===== src/rtl/rangefinder_sample_capture_pkg.sv =====
// rangefinder_capture_pkg
// Shared types and defaults for the rangefinder sample-capture engine:
//   capture_state_t : capture FSM state encoding
//   CAP_ADDR_W      : default sample RAM address width (depth 256)
//   CAP_DATA_W      : default sample width
package rangefinder_capture_pkg;

  localparam int CAP_ADDR_W = 8;
  localparam int CAP_DATA_W = 8;

  typedef enum logic [1:0] {
    IDLE    = 2'd0,
    ARMED   = 2'd1,
    CAPTURE = 2'd2,
    DONE    = 2'd3
  } capture_state_t;

endpackage


===== src/rtl/rangefinder_sample_capture_if.sv =====
// rangefinder_sample_capture_if
// Write-side bus of the sample RAM (port s2).
//   ram_address    : address2
//   ram_chipselect : chipselect2
//   ram_write      : write2
//   ram_writedata  : writedata2
//   ram_clken      : clken2
// master = capture engine, slave = RAM.
interface rangefinder_sample_capture_if
  import rangefinder_capture_pkg::*;
#(
  parameter int ADDR_W = CAP_ADDR_W,
  parameter int DATA_W = CAP_DATA_W
);

  logic [ADDR_W-1:0] ram_address;
  logic              ram_chipselect;
  logic              ram_write;
  logic [DATA_W-1:0] ram_writedata;
  logic              ram_clken;

  modport master (
    output ram_address, ram_chipselect, ram_write, ram_writedata, ram_clken
  );

  modport slave (
    input ram_address, ram_chipselect, ram_write, ram_writedata, ram_clken
  );

endinterface


===== src/rtl/rangefinder_sample_capture_trigger_sync.sv =====
// rangefinder_trigger_sync
// Brings the asynchronous echo comparator output into the clk domain and
// flags its rising edges.
//   clk, reset  : block clock, asynchronous active-high reset
//   trigger_in  : asynchronous comparator level
//   trig_rise   : one-cycle pulse per synchronized low->high transition
module rangefinder_trigger_sync #(
  parameter int SYNC_STAGES = 2
) (
  input  logic clk,
  input  logic reset,
  input  logic trigger_in,
  output logic trig_rise
);

  logic [SYNC_STAGES-1:0] sync_q, sync_d;
  logic                   prev_q, prev_d;

  // Next values: shift the raw level in, remember the last synchronized level.
  always_comb begin
    sync_d = {sync_q[SYNC_STAGES-2:0], trigger_in};
    prev_d = sync_q[SYNC_STAGES-1];
  end

  // Synchronizer chain and edge-detect flop.
  always_ff @(posedge clk or posedge reset) begin
    if (reset) begin
      sync_q <= {SYNC_STAGES{1'b0}};
      prev_q <= 1'b0;
    end else begin
      sync_q <= sync_d;
      prev_q <= prev_d;
    end
  end

  assign trig_rise = sync_q[SYNC_STAGES-1] & ~prev_q;

endmodule


===== src/rtl/rangefinder_sample_capture.sv =====
// rangefinder_sample_capture
// Arms on a CPU pulse, waits for a rising echo trigger, then streams
// capture_len+1 ADC samples into the sample RAM from address 0 upward and
// raises a sticky done flag plus a one-cycle irq.
//   clk, reset       : block clock, asynchronous active-high reset
//   arm / abort      : one-cycle CPU control pulses (abort has priority)
//   capture_len      : samples minus one, latched on arm
//   decim            : keep 1 of decim+1 valid samples (decimation build only)
//   trigger_in       : asynchronous echo comparator output
//   adc_data/valid   : sample stream
//   ram              : registered RAM write port (interface, master side)
//   busy/done/irq    : status; count = samples written this/last capture
// Optional feature: define RANGEFINDER_CAPTURE_DECIM_EN to enable decimation;
// without it, decim is ignored and every valid sample in CAPTURE is written.
module rangefinder_sample_capture
  import rangefinder_capture_pkg::*;
#(
  parameter int ADDR_W      = CAP_ADDR_W,
  parameter int DATA_W      = CAP_DATA_W,
  parameter int SYNC_STAGES = 2
) (
  input  logic                  clk,
  input  logic                  reset,
  input  logic                  arm,
  input  logic                  abort,
  input  logic [ADDR_W-1:0]     capture_len,
  input  logic [3:0]            decim,
  input  logic                  trigger_in,
  input  logic [DATA_W-1:0]     adc_data,
  input  logic                  adc_valid,
  rangefinder_sample_capture_if.master ram,
  output logic                  busy,
  output logic                  done,
  output logic                  irq,
  output logic [ADDR_W:0]       count
);

  capture_state_t    state_q, state_d;
  logic [ADDR_W-1:0] ptr_q, ptr_d;
  logic [ADDR_W-1:0] len_q, len_d;
  logic [ADDR_W-1:0] addr_q, addr_d;
  logic [DATA_W-1:0] wdata_q, wdata_d;
  logic              wr_q, wr_d;
  logic              busy_q, busy_d;
  logic              done_q, done_d;
  logic              irq_q, irq_d;
  logic [ADDR_W:0]   count_q, count_d;
  logic              trig_rise_s;
  logic              sample_ok_s;
  logic              last_s;

  rangefinder_trigger_sync #(.SYNC_STAGES(SYNC_STAGES)) u_trigger_sync (
    .clk        (clk),
    .reset      (reset),
    .trigger_in (trigger_in),
    .trig_rise  (trig_rise_s)
  );

`ifdef RANGEFINDER_CAPTURE_DECIM_EN
  logic [3:0] dcnt_q, dcnt_d;

  // Decimation phase: held at 0 outside CAPTURE so the first sample in
  // CAPTURE is always kept; wraps after decim skipped samples.
  always_comb begin
    if (state_q != CAPTURE) begin
      dcnt_d = 4'd0;
    end else if (adc_valid) begin
      if (dcnt_q >= decim) begin
        dcnt_d = 4'd0;
      end else begin
        dcnt_d = dcnt_q + 4'd1;
      end
    end else begin
      dcnt_d = dcnt_q;
    end
  end

  // Decimation phase register.
  always_ff @(posedge clk or posedge reset) begin
    if (reset) begin
      dcnt_q <= 4'd0;
    end else begin
      dcnt_q <= dcnt_d;
    end
  end

  assign sample_ok_s = adc_valid & (dcnt_q == 4'd0);
`else
  logic [3:0] unused_decim_s;
  assign unused_decim_s = decim;
  assign sample_ok_s    = adc_valid;
`endif

  // FSM next state, write-port and status next values.
  always_comb begin
    state_d = state_q;
    ptr_d   = ptr_q;
    len_d   = len_q;
    addr_d  = addr_q;
    wdata_d = wdata_q;
    wr_d    = 1'b0;
    done_d  = done_q;
    irq_d   = 1'b0;
    count_d = count_q;
    // The write in progress is the final one when count reaches len before incrementing.
    last_s  = (count_q == {1'b0, len_q});
    if (abort) begin
      state_d = IDLE;
      done_d  = 1'b0;
    end else begin
      case (state_q)
        IDLE, DONE: begin
          if (arm) begin
            state_d = ARMED;
            len_d   = capture_len;
            done_d  = 1'b0;
            count_d = {(ADDR_W+1){1'b0}};
            ptr_d   = {ADDR_W{1'b0}};
          end else begin
            state_d = state_q;
          end
        end
        ARMED: begin
          if (trig_rise_s) begin
            state_d = CAPTURE;
          end else begin
            state_d = ARMED;
          end
        end
        CAPTURE: begin
          if (sample_ok_s) begin
            wr_d    = 1'b1;
            addr_d  = ptr_q;
            wdata_d = adc_data;
            count_d = count_q + {{ADDR_W{1'b0}}, 1'b1};
            if (last_s) begin
              // Pointer is left in place so a full-depth capture never wraps.
              state_d = DONE;
              done_d  = 1'b1;
              irq_d   = 1'b1;
            end else begin
              ptr_d = ptr_q + {{(ADDR_W-1){1'b0}}, 1'b1};
            end
          end else begin
            state_d = CAPTURE;
          end
        end
        default: begin
          state_d = IDLE;
        end
      endcase
    end
    busy_d = (state_d == ARMED) || (state_d == CAPTURE);
  end

  // State and registered outputs; reset discards all capture state.
  always_ff @(posedge clk or posedge reset) begin
    if (reset) begin
      state_q <= IDLE;
      ptr_q   <= {ADDR_W{1'b0}};
      len_q   <= {ADDR_W{1'b0}};
      addr_q  <= {ADDR_W{1'b0}};
      wdata_q <= {DATA_W{1'b0}};
      wr_q    <= 1'b0;
      busy_q  <= 1'b0;
      done_q  <= 1'b0;
      irq_q   <= 1'b0;
      count_q <= {(ADDR_W+1){1'b0}};
    end else begin
      state_q <= state_d;
      ptr_q   <= ptr_d;
      len_q   <= len_d;
      addr_q  <= addr_d;
      wdata_q <= wdata_d;
      wr_q    <= wr_d;
      busy_q  <= busy_d;
      done_q  <= done_d;
      irq_q   <= irq_d;
      count_q <= count_d;
    end
  end

  assign ram.ram_address    = addr_q;
  assign ram.ram_chipselect = wr_q;
  assign ram.ram_write      = wr_q;
  assign ram.ram_writedata  = wdata_q;
  assign ram.ram_clken      = 1'b1;
  assign busy               = busy_q;
  assign done               = done_q;
  assign irq                = irq_q;
  assign count              = count_q;

endmodule


===== src/flat_wrapper.sv =====
// flat-port wrapper written by rule: the top's interface ports become plain ports
module rangefinder_sample_capture_flat import rangefinder_capture_pkg::*;
#(
  parameter int ADDR_W      = CAP_ADDR_W,
  parameter int DATA_W      = CAP_DATA_W,
  parameter int SYNC_STAGES = 2
)
  (clk, reset, arm, abort, capture_len, decim, trigger_in, adc_data, adc_valid, busy, done, irq, count, ram_ram_address, ram_ram_chipselect, ram_ram_write, ram_ram_writedata, ram_ram_clken);
  rangefinder_sample_capture_if #(.ADDR_W(ADDR_W), .DATA_W(DATA_W)) ram_i ();
  input  logic clk;
  input  logic reset;
  input  logic arm;
  input  logic abort;
  input  logic [ADDR_W-1:0] capture_len;
  input  logic [3:0] decim;
  input  logic trigger_in;
  input  logic [DATA_W-1:0] adc_data;
  input  logic adc_valid;
  output logic busy;
  output logic done;
  output logic irq;
  output logic [ADDR_W:0] count;
  output wire logic [$bits(ram_i.ram_address)-1:0] ram_ram_address;
  output wire logic [$bits(ram_i.ram_chipselect)-1:0] ram_ram_chipselect;
  output wire logic [$bits(ram_i.ram_write)-1:0] ram_ram_write;
  output wire logic [$bits(ram_i.ram_writedata)-1:0] ram_ram_writedata;
  output wire logic [$bits(ram_i.ram_clken)-1:0] ram_ram_clken;
  assign ram_ram_address = ram_i.ram_address;
  assign ram_ram_chipselect = ram_i.ram_chipselect;
  assign ram_ram_write = ram_i.ram_write;
  assign ram_ram_writedata = ram_i.ram_writedata;
  assign ram_ram_clken = ram_i.ram_clken;
  rangefinder_sample_capture #(.ADDR_W(ADDR_W), .DATA_W(DATA_W), .SYNC_STAGES(SYNC_STAGES)) u_core (.clk(clk), .reset(reset), .arm(arm), .abort(abort), .capture_len(capture_len), .decim(decim), .trigger_in(trigger_in), .adc_data(adc_data), .adc_valid(adc_valid), .ram(ram_i), .busy(busy), .done(done), .irq(irq), .count(count));
endmodule

===== config.mk =====
export PLATFORM = sky130hd
export DESIGN_NAME = rangefinder_sample_capture_flat
export DESIGN_NICKNAME = d
export VERILOG_FILES = /design/src/rtl/rangefinder_sample_capture_pkg.sv /design/src/rtl/rangefinder_sample_capture_if.sv /design/src/rtl/rangefinder_sample_capture_trigger_sync.sv /design/src/rtl/rangefinder_sample_capture.sv /design/src/flat_wrapper.sv
export SDC_FILE = /design/constraint.sdc
export NUM_CORES = 1
export LEC_CHECK = 0
export CORE_MARGIN = 3
export CORE_UTILIZATION = 45
export DETAILED_ROUTE_END_ITERATION = 7
export PLACE_DENSITY = 0.73
export SLEW_MARGIN = 20
export SYNTH_ARGS = -nofsm -noshare
export SYNTH_HDL_FRONTEND = slang
export SYNTH_SLANG_ARGS = --single-unit

===== constraint.sdc =====
create_clock -name clk -period 2.8 [get_ports clk]
set_input_delay 0.56 -clock clk [delete_from_list [all_inputs] [get_ports clk]]
set_output_delay 0.56 -clock clk [all_outputs]
set_load 0.05 [all_outputs]

# After elaboration in Yosys (flattened, before gate mapping)
# Index checks and enable logic that the tools add are counted.
# Widths: inputs -> output; s select.
[word_totals]
reg_bits = 50
latchBits = 0
mem_bits_rw = 0
rom_bits = 0
inputBits = 26
n_memories = 0
[classes]
add_sub_neg = 2
multipliers = 0
div_mod_pow = 0
n_lt_le_gt_ge = 0
eq_ne = 12
shifts = 0
muxes = 25
bitwise_logic = 3
reduce_logical = 10
[ops]
columns = ["cell", "count"]
rows = [
  ["$mux 8", 3],
  ["$mux 9", 2],
  ["$pmux 9 s2", 1],
  ["$pmux 8 s2", 1],
  ["$mux 1", 11],
  ["$mux 2", 5],
  ["$add 9x1->9 const B", 1],
  ["$eq 9x8->1", 1],
  ["$add 8x1->8 const B", 1],
  ["$reduce_and 4->1", 2],
  ["$eq 2x2->1 const B", 3],
  ["$ne 2x2->1 const B", 3],
  ["$ne 3x3->1 const B", 2],
  ["$pmux 2 s3", 1],
  ["$reduce_and 3->1", 2],
  ["$reduce_and 5->1", 1],
  ["$eq 2x1->1 const B", 2],
  ["$ne 3x2->1 const B", 1],
  ["$reduce_bool 3->1", 1],
  ["$logic_not 2->1", 1],
  ["$not 1->1", 2],
  ["$pmux 1 s2", 1],
  ["$reduce_bool 2->1", 1],
  ["$reduce_or 2->1", 1],
  ["2 further kinds", 2],
]

# Longest topological paths before layout
# Gate-level depths: netlist (run 1).
[logic_depth]
word_depth = 7
depth_mapped = 10
ltp_nobuf = 7

# Hierarchy
# A second synthesis (run 1) with hierarchy kept.
[unflattened]
cells_unflattened = 219
hier_area_um2 = 2354.8
[modules_own_cells]
columns = ["module", "n_inst", "cells_each", "area_each_um2"]
rows = [
  ["rangefinder_sample_capture", 1, 214, 2262.2],
  ["rangefinder_trigger_sync", 1, 5, 92.6],
]

# Worst setup path before layout (run 1)
# Ideal clock, no wire load.
[synth_path]
kind = "flip-flop to flip-flop"
startpoint = "register u_core.state_q[0]"
endpoint = "register u_core.ptr_q[7]"
arrival_ns = 2.067
slack_ns = 0.656
path_stages_with_launch = 10
period_less_slack_ns = 2.144
cell_sequence = "dfrtp_1 inv_1 ha_1 buf_6 nor2b_4 buf_6 a2111oi_4 nand4_1 or3_1 a21oi_1"
[synth_via]
elab_chain_len = 4
elab_cells_between_ends = 10
classes_between = "5 x eq/ne; 1 x mux; 4 x reduce/logical"
[synth_lines]
columns = ["element", "line", "rtl"]
rows = [
  ["from (decl)", "rangefinder_sample_capture.sv:38", "capture_state_t state_q, state_d;"],
  ["from (signal assigned)", "rangefinder_sample_capture.sv:170", "state_q <= state_d;"],
  ["$eq 2x2->1 / $logic_not 2->1 (equally long branches)", "rangefinder_sample_capture.sv:111", "case (state_q)"],
  ["$reduce_or 2->1", "rangefinder_sample_capture.sv:111", ""],
  ["$ne 2x2->1 (no source line) / $reduce_bool 2->1 (equally long branches)", "-", ""],
  ["$reduce_and 5->1 (no source line)", "-", ""],
  ["to (signal assigned)", "rangefinder_sample_capture.sv:160", "ptr_q <= {ADDR_W{1'b0}};"],
  ["to (signal assigned)", "rangefinder_sample_capture.sv:171", "ptr_q <= ptr_d;"],
  ["to (decl)", "rangefinder_sample_capture.sv:39", "logic [ADDR_W-1:0] ptr_q, ptr_d;"],
]
# Several ways; a longest one is shown, not always the timed one.
# A chain may end at the register's enable or synchronous reset.

# Worst setup path after layout (run 1)
[layout_path]
startpoint = "register u_core.state_q[0]"
endpoint = "register u_core.ptr_q[5]"
# The elaborated chain is that of the path after synthesis.

==> results of run 1 <==
-- synth_stat cells, types with 3 or more instances --
library cell  instances
nor4_1                3
nand3_1               5
xor2_1               14
o21ai_0              12
mux2_2               13
nand2_1              36
dfrtp_1              50
nand4_1              12
clkbuf_1              6
and2_1                3
nor3_1                3
a21oi_1               9
nor2_1               10
inv_1                 8
and3_1                4
a22o_1                3
or3_1                 6
ha_1                  4
-- registers in the layout, summed over array words and instances (netlist names) --
signal                        count
u_core.u_trigger_sync.prev_q      1
u_core.busy                       1
u_core.u_trigger_sync.sync_q      2
u_core.ram.ram_writedata          8
u_core.irq                        1
u_core.len_q                      8
u_core.done                       1
u_core.ram.ram_chipselect         1
u_core.ram.ram_address            8
u_core.count                      9
u_core.ptr_q                      8
u_core.state_q                    2
-- report_power, final --
group / switching (mW) / internal, mW / total [mW]
clock network: 0.235 / 0.381 / 0.616
logic: 0.520 / 0.355 / 0.874
registers: 0.0937 / 0.856 / 0.950
-- worst reg2reg max path, cell delays in order (launching register included) --
cell and delay, ns:
dfrtp_1 0.40, inv_1 0.09, ha_1 0.39, nor2b_4 0.20
a2111oi_4 0.48, nand4_1 0.19, or3_1 0.34, a21oi_1 0.14
-- logic make-up (layout without fill, tap and decap cells) --
| family | count (synthesis) | after routing | synth area share (%) |
|---|---|---|---|
| fa+ha+maj | 4 | 4 | 2.09 |
| xor+xnor | 15 | 15 | 5.49 |
| compound gates | 32 | 32 | 9.04 |
| buf+inv | 21 | 77 | 4.34 |
| other cells | 1 | 1 | 0.157 |
| simple gates | 92 | 92 | 19.7 |
| flops | 50 | 50 | 52.3 |
| mux | 15 | 15 | 6.95 |
-- per-stage QoR --
stage          instance area [µm²]  power [mW]  utilization, %
5_1_grt                       3130        2.58            63.3
6_report                      3130        2.44            63.3
3_3_place_gp                  2990        1.82            60.4
2_1_floorplan                 2390        1.60               -
3_5_place_dp                  2990        1.84            60.4
4_1_cts                       3130        2.46            63.3
-- routing by layer --
layer  wire length [µm]  share of wire (%)  GRT usage, %
met5                  0                  0             0
met4                 31               0.63          5.15
met3                280                5.6          3.85
met2               2340                 47          27.7
met1               2300                 46          23.2
-- cell type report --
type                            count  area, µm²  area share (%)
Clock inverter                      2       60.1            1.92
Timing Repair Buffer               60        578            18.5
Tap cell                           67       83.8            2.68
Clock buffer                        6       82.6            2.64
Multi-Input combinational cell    159       1040            33.2
Sequential cell                    50       1250            40.0
Inverter                            9       33.8            1.08
-- worst min path at each step --
stage,endpoint,slack (ns),depth (start not counted)
finish,u_core.u_trigger_sync.sync_q[1]$_DFF_PP0_,0.36,0
global route,u_core.u_trigger_sync.sync_q[1]$_DFF_PP0_,0.38,0
CTS,u_core.u_trigger_sync.sync_q[1]$_DFF_PP0_,0.36,0
detailed placement,u_core.u_trigger_sync.sync_q[1]$_DFF_PP0_,0.35,0
global placement,u_core.u_trigger_sync.sync_q[1]$_DFF_PP0_,0.34,0
floorplan,u_core.u_trigger_sync.sync_q[1]$_DFF_PP0_,0.33,0
==> impl_metrics.csv, run 1 <==
group,metric,value,unit
clock_tree,cts_inserted_buffers,5,
global_routing,grt_pass1_vias,1843,
timing,tightest_slew,0.508,ns
run,maxCapViolCount,0,
worst_setup_path,cp.required,3.03,ns
clock_tree,cts_root_buf,"clkbuf_8",
power_and_ir_drop,power_density,780,nW/µm²
logic_synthesis,async_flop_share,100,%
logic_synthesis,synth-seq-cells,50,
timing,period_needed,2.29,ns
status,status,"finished clean",
timing,finalHoldViolations,0,
timing,grt_setup_unrepaired,"no",
placement,gp_congestion,0.819,
global_routing,grt_max_degree,19,
timing,fin_ws,0.508,ns
worst_setup_path,path_max_fanout,8,
worst_setup_path,path_depth,7,
worst_setup_path,max_stage_delay,0.48,ns
die,die_h,78.9,µm
die,die_x,78.9,µm
worst_setup_path,start_kind,"flip-flop",
worst_setup_path,cp.arrival,2.52,ns
clock_tree,cts_setup_buffers,0,
timing,period_share,81.8,%
placement,dp_hpwl,3.60,mm
logic_synthesis,syn_area,2390,µm²
layout,final_common_cell,"clkdlybuf4s50_1",
detailed_routing,wirelength,4.96,mm
detailed_routing,routedWlPerCell,14.0,µm
die,start_util,48.4,%
timing,skew,0.00861,ns
layout,antenna-diode-count,0,
timing,fmax,436,MHz
clock_tree,htree_levels,2,
timing,hold_ws,0.361,ns
detailed_routing,drc,0,
placement,portBuffers,51,
global_routing,grt_usage,17.1,%
clock_tree,cts.sinks,50,
layout,fillCellCount,430,
worst_setup_path,r2r_cells,7,
clock_tree,cts_resized,0,
die,core,4940,µm²
worst_setup_path,r2r-start,"u_core.state_q[0]$_DFF_PP0_",
detailed_routing,vias,1850,
layout,nets,315,
die,io_pins,57,
timing,maxSlewViolCount,0,
global_routing,grt_first_pass_wirelength,8.53,mm
worst_setup_path,cp-end-kind,"flip-flop",
detailed_routing,first_iter_violations,129,
global_routing,antenna_found_initial,0,
timing,tns,0,ns
worst_setup_path,path_delay_family,"simple AND/OR/NAND/NOR gates",
logic_synthesis,yosysTopAreaCell,"dfrtp_1",
clock_tree,postCtsHoldBufs,0,
worst_setup_path,rrSetupSlack,0.51,ns
global_routing,grt_overflow,0,
logic_synthesis,seq_area_frac_synth,52.3,%
worst_setup_path,path_cells,"inv_1, ha_1, nor2b_4, a2111oi_4, nand4_1, or3_1, a21oi_1",
clock_tree,cts.reportedPaths.clkPinSlew,0.09,ns
layout,layout_common_cells,"clkdlybuf4s50_1, dfrtp_1, nand2_1, xor2_1, mux2_2",
layout,area_delta_synth_final,30.7,%
timing,slew_headroom,65.8,%
worst_setup_path,worstReg2RegEnd,"u_core.ptr_q[5]$_DFFE_PP0P_",
detailed_routing,dr.pass1.iters,4,
power_and_ir_drop,p_leak,1.42,nW
power_and_ir_drop,irDropWorstVdd,0.486,mV
clock_tree,clock_latency,0.30,ns
timing,setup_viol_count_final,0,
worst_setup_path,crit_start,"u_core.state_q[0]$_DFF_PP0_",
worst_setup_path,path_buf_inv,1,
clock_tree,cts_max_path_buffers,2,
clock_tree,cts_tree,"built",
worst_hold_path,min_from,"u_core.u_trigger_sync.sync_q[0]$_DFF_PP0_",
logic_synthesis,ys_warn_count,0,
worst_setup_path,critPathKind,"flip-flop to flip-flop",
detailed_routing,ant_nets,0,
die,row_count,25,
logic_synthesis,ys_types,40,
logic_synthesis,yosys-top-cells-area,"dfrtp_1, mux2_2, nand2_1, xor2_1, nand4_1",
logic_synthesis,synth_ff_type,"dfrtp_1",
logic_synthesis,synth_edf_count,0,
placement,dpl.cell_count,345,
layout,fin_cells,353,
placement,dp_slack,0.388,ns
logic_synthesis,synth.net_count,260,
detailed_routing,via_per_inst,5.24,
worst_hold_path,hp-class,"flip-flop to flip-flop",
logic_synthesis,synth.top_cell.area_share,52.3,%
logic_synthesis,syn_inst,230,
logic_synthesis,avgSynthCellArea,10.4,µm²
worst_setup_path,cp_slowest_cell,"a2111oi_4",
worst_setup_path,cp-endpoint,"u_core.ptr_q[5]$_DFFE_PP0P_",
layout,drive_above_1_share,11.9,%
die,dieArea,6230,µm²
Power figures use the tool's default switching activity.
==> run 2: changes to the inputs <==
Settings changed: PLACE_DENSITY 0.73 to 0.76.
Clock period 2.8 ns to 2 ns, I/O delays scaled along.
==> impl_metrics.csv, run 2 (synthesis results as in run 1) <==
group,metric,value,unit
worst_setup_path,cp.arrival,2.18,ns
clock_tree,cts.sinks,50,
worst_hold_path,hold_depth,0,
clock_tree,clock_latency,0.31,ns
timing,fin_ws,0.0486,ns
global_routing,grt_overflow,0,
worst_setup_path,critPathKind,"flip-flop to flip-flop",
die,die_h,78.9,µm
die,io_pins,57,
global_routing,grt_pass1_vias,2052,
timing,skew,0.00961,ns
layout,largest_reg_flops,9,
timing,maxSlewViolCount,0,
clock_tree,htree_levels,2,
power_and_ir_drop,p_leak,1.57,nW
power_and_ir_drop,power_density,1040,nW/µm²
global_routing,grt_max_degree,51,
layout,nets,338,
timing,tightest_slew,0.505,ns
detailed_routing,routedWlPerCell,14.4,µm
worst_hold_path,hp-class,"flip-flop to flip-flop",
clock_tree,cts_tree,"built",
layout,final_common_cell,"dfrtp_1",
detailed_routing,vias,1972,
placement,portBuffers,51,
die,die_x,78.9,µm
die,row_count,25,
placement,gp_congestion,0.886,
worst_setup_path,worstReg2RegEnd,"u_core.ptr_q[5]$_DFFE_PP0P_",
power_and_ir_drop,power,3.42,mW
worst_hold_path,holdPathEnd,"u_core.u_trigger_sync.sync_q[1]$_DFF_PP0_",
timing,fmax,512,MHz
detailed_routing,via_per_inst,5.24,
worst_setup_path,start_kind,"flip-flop",
placement,dp_slack,-0.0979,ns
layout,layout_common_cells,"dfrtp_1, clkdlybuf4s50_1, nand2_1, buf_4, xor2_1",
power_and_ir_drop,irDropWorstVdd,0.584,mV
detailed_routing,first_iter_violations,156,
worst_setup_path,cp.required,2.23,ns
worst_setup_path,r2r_cells,8,
worst_hold_path,min_from,"u_core.u_trigger_sync.sync_q[0]$_DFF_PP0_",
status,status,"finished clean",
timing,period_share,97.6,%
die,core,4940,µm²
timing,period_needed,1.95,ns
worst_setup_path,cp-end-kind,"flip-flop",
detailed_routing,drc,0,
layout,fillCellCount,423,
worst_setup_path,r2r-start,"u_core.state_q[0]$_DFF_PP0_",
die,dieArea,6230,µm²
worst_setup_path,path_max_fanout,7,
clock_tree,cts.reportedPaths.clkPinSlew,0.10,ns
run,maxCapViolCount,0,
global_routing,grt_usage,18.7,%
detailed_routing,ant_nets,0,
global_routing,grt_first_pass_wirelength,9.32,mm
die,start_util,48.4,%
timing,slew_headroom,66.2,%
placement,dp_hpwl,3.75,mm
layout,antenna-diode-count,0,
global_routing,antenna_found_initial,0,
clock_tree,cts_inserted_buffers,5,
timing,setup_viol_count_final,0,
clock_tree,cts_root_buf,"clkbuf_8",
worst_setup_path,rrSetupSlack,0.05,ns
clock_tree,cts_max_path_buffers,2,
detailed_routing,dr.pass1.iters,4,
timing,tns,0,ns
layout,area_delta_synth_final,37.9,%
timing,grt_setup_unrepaired,"yes",
layout,drive_above_1_share,22.0,%
clock_tree,postCtsHoldBufs,0,
detailed_routing,wirelength,5.40,mm
timing,finalHoldViolations,0,
==> run 2: changes by cell type in the layout (fill, tap and decap cells not counted), moves of 2 or more <==
| cell | delta |
|---|---|
| inv_1 | -2 |
| dlymetal6s2s_1 | +2 |
| buf_4 | +26 |
| clkinv_4 | +2 |
| bufinv_16 | -2 |
| ha_1 | -2 |
| clkdlybuf4s50_1 | -8 |
==> run 2: worst max path at each step <==
stage	start	slack, ns	end	depth (start not counted)
2_1_floorplan	u_core.state_q[1]$_DFF_PP0_	-0.02	u_core.ptr_q[6]$_DFFE_PP0P_	8
3_3_place_gp	adc_valid	-0.09	u_core.ptr_q[3]$_DFFE_PP0P_	7
3_5_place_dp	adc_valid	-0.1	u_core.ptr_q[5]$_DFFE_PP0P_	7
4_1_cts	u_core.state_q[0]$_DFF_PP0_	0.005	u_core.ptr_q[5]$_DFFE_PP0P_	8
5_1_grt	u_core.state_q[0]$_DFF_PP0_	-0.05	u_core.ptr_q[6]$_DFFE_PP0P_	8
6_report	u_core.state_q[0]$_DFF_PP0_	0.05	u_core.ptr_q[5]$_DFFE_PP0P_	8
==> run 2: per-layer routing <==
| metal | routed length [µm] | part of all wire (%) | GRT usage (%) | vias to the layer above |
|---|---|---|---|---|
| met5 | 0 | 0 | 0 | - |
| met3 | 291 | 5.4 | 4.54 | 10 |
| met4 | 91 | 1.7 | 6.36 | 0 |
| li1 | - | - | - | 954 |
| met1 | 2340 | 43 | 23.4 | 957 |
| met2 | 2680 | 50 | 31.9 | 51 |
==> run 2: through the flow <==
step / hold WS, ns / instance area, µm² / cells / utilization [%]
final: 0.362 / 3300 / 376 / 66.8
after global routing: 0.383 / 3300 / 376 / 66.8
after global placement: 0.336 / 3130 / 362 / 63.4
after CTS: 0.366 / 3230 / 370 / 65.4
after detailed placement: 0.345 / 3130 / 362 / 63.4
after floorplan: 0.331 / 2420 / 230 / -
==> run 2: repair_timing <==
item,4_1_cts,5_1_grt
setup endpoints to repair,1,10
gates resized for setup,1,6
buffers inserted,0,5
cloned,0,1
pin swaps,0,4
==> run 2: report_power, final <==
part	internal [mW]	switching, mW
registers	1.20	0.118
clock network	0.285	0.350
logic	0.665	0.809
==> run 2: critical path, stage by stage (launching register included) <==
cell	delay (ns)
dfrtp_1	0.38
inv_2	0.07
ha_4	0.31
inv_4	0.05
a2111oi_4	0.27
buf_4	0.20
nand4_1	0.10
or3_1	0.34
a21oi_1	0.17
==> run 2: final cells by class <==
cell class	instances	area [µm²]	area share [%]
Clock buffer	6	82.6	2.50
Clock inverter	2	17.5	0.531
Tap cell	67	83.8	2.54
Inverter	9	36.3	1.10
Multi-Input combinational cell	159	1070	32.4
Sequential cell	50	1250	37.9
Timing Repair Buffer	83	758	23.0
==> run 3: changes to the inputs <==
==> constraint.sdc (replaced) <==
create_clock -name clk -period 2 [get_ports clk]
set_input_delay 0.5 -clock clk [delete_from_list [all_inputs] [get_ports clk]]
set_output_delay 0.5 -clock clk [all_outputs]
set_load 0.05 [all_outputs]
==> impl_metrics.csv, run 3 (synthesis results as in run 1) <==
group,metric,value,unit
layout,nets,339,
power_and_ir_drop,power_density,1070,nW/µm²
timing,maxSlewViolCount,0,
layout,area_delta_synth_final,38.2,%
timing,fin_ws,-0.00910,ns
global_routing,grt_first_pass_wirelength,9.01,mm
die,core,4940,µm²
run,maxCapViolCount,0,
worst_setup_path,cp.required,2.24,ns
layout,drive_above_1_share,27.7,%
clock_tree,cts.sinks,50,
clock_tree,clock_latency,0.31,ns
clock_tree,cts_root_buf,"clkbuf_8",
detailed_routing,drc,0,
detailed_routing,via_per_inst,5.20,
status,violations,"negative setup slack",
detailed_routing,wirelength,5.51,mm
status,status,"finished with violations",
global_routing,grt_usage,18.4,%
worst_setup_path,max_stage_delay,0.41,ns
die,row_count,25,
detailed_routing,routedWlPerCell,14.6,µm
detailed_routing,ant_nets,0,
placement,gp_congestion,0.858,
worst_setup_path,cp.arrival,2.25,ns
clock_tree,htree_levels,2,
placement,dp_hpwl,3.89,mm
detailed_routing,vias,1961,
layout,layout_common_cells,"buf_4, dfrtp_1, nand2_1, clkdlybuf4s50_1, xor2_1",
clock_tree,postCtsHoldBufs,0,
timing,grt_setup_unrepaired,"yes",
timing,fmax,498,MHz
clock_tree,cts_max_path_buffers,2,
die,die_h,78.9,µm
detailed_routing,dr.pass1.iters,4,
clock_tree,cts_inserted_buffers,5,
timing,tightest_slew,0.518,ns
worst_setup_path,cp_slowest_cell,"or3_4",
placement,dp_slack,-0.217,ns
placement,place_area,3110,µm²
timing,tns,-0.00910,ns
clock_tree,cts_tree,"built",
worst_setup_path,path_max_fanout,7,
timing,setup_viol_count_final,1,
timing,period_needed,2.01,ns
worst_setup_path,cp-end-kind,"flip-flop",
die,dieArea,6230,µm²
layout,stdcell_area,3310,µm²
layout,final_common_cell,"buf_4",
die,io_pins,57,
timing,finalHoldViolations,0,
detailed_routing,first_iter_violations,77,
die,start_util,48.4,%
worst_setup_path,start_kind,"flip-flop",
die,die_x,78.9,µm
clock_tree,cts.reportedPaths.clkPinSlew,0.10,ns
worst_hold_path,hp-class,"flip-flop to flip-flop",
timing,slew_headroom,65.4,%
worst_setup_path,path_cells,"inv_2, ha_4, inv_4, a2111oi_4, buf_4, nand4_1, or3_4, a21oi_2",
global_routing,grt_max_degree,30,
global_routing,grt_overflow,0,
layout,antenna-diode-count,0,
timing,period_share,100,%
layout,largest_reg_flops,9,
power_and_ir_drop,p_leak,1.68,nW
power_and_ir_drop,irDropWorstVdd,0.655,mV
placement,portBuffers,51,
global_routing,grt_pass1_vias,1887,
timing,skew,0.0141,ns
global_routing,antenna_found_initial,0,
worst_setup_path,critPathKind,"flip-flop to flip-flop",
==> run 3: metrics by stage <==
| stage | std cells | util [%] | power [mW] | hold WS (ns) |
|---|---|---|---|---|
| 6_report | 377 | 66.9 | 3.53 | 0.357 |
| 4_1_cts | 372 | 65.5 | 3.48 | 0.360 |
| 3_3_place_gp | 363 | 62.9 | 2.67 | 0.338 |
| 3_5_place_dp | 363 | 62.9 | 2.71 | 0.337 |
| 5_1_grt | 377 | 66.9 | 3.72 | 0.364 |
| 2_1_floorplan | 230 | - | 2.26 | 0.331 |
==> run 3: area by class of cell <==
cell class | instances | area [µm²]
clock buffer | 6 | 82.6
inverter | 9 | 36.3
clock inverter | 2 | 38.8
multi-input combinational | 159 | 1070
sequential | 50 | 1250
tap | 67 | 83.8
timing repair buffer | 84 | 741
fill | 418 | 1640
==> run 3: worst max-delay path: cells and delay by family, from the launching register on <==
| kind | cells | cell delay (ns) |
|---|---|---|
| compound gates | 2 | 0.41 |
| fa+ha+maj | 1 | 0.30 |
| buf+inv | 3 | 0.31 |
| flops | 1 | 0.38 |
| simple gates | 2 | 0.54 |
==> run 3: final timing paths <==
kind / endpoint / slack (ns) / cells past startpoint / start
worst max register to register: u_core.ptr_q[6]$_DFFE_PP0P_ / -0.009 / 8 / u_core.state_q[0]$_DFF_PP0_
worst max-delay path: u_core.ptr_q[6]$_DFFE_PP0P_ / -0.009 / 8 / u_core.state_q[0]$_DFF_PP0_
min in group asynchronous: u_core.len_q[1]$_DFFE_PP0P_ / 0.43 / 2 / reset
max in group asynchronous: u_core.count[5]$_DFFE_PP0P_ / 1.12 / 3 / reset
worst min register to register: u_core.u_trigger_sync.sync_q[1]$_DFF_PP0_ / 0.36 / 0 / u_core.u_trigger_sync.sync_q[0]$_DFF_PP0_
worst min-delay path: u_core.u_trigger_sync.sync_q[1]$_DFF_PP0_ / 0.36 / 0 / u_core.u_trigger_sync.sync_q[0]$_DFF_PP0_
==> run 3: what timing repair did <==
action | CTS | global route
setup buffers | 1 | 5
resized for setup | 1 | 13
pin swaps | 0 | 3
endpoints found under the setup margin | 1 | 13
==> run 3: power breakdown <==
| group | switching, mW | internal [mW] |
|---|---|---|
| Combinational | 0.801 | 0.645 |
| Sequential | 0.126 | 1.20 |
| Clock | 0.350 | 0.412 |
==> run 3: metal layers <==
layer | global-route usage (%) | routed length (µm) | vias up
met3 | 4.54 | 266 | 7
met1 | 23.2 | 2400 | 957
met5 | 0 | 0 | -
li1 | - | - | 955
met4 | 5.84 | 70 | 0
met2 | 31.1 | 2780 | 42
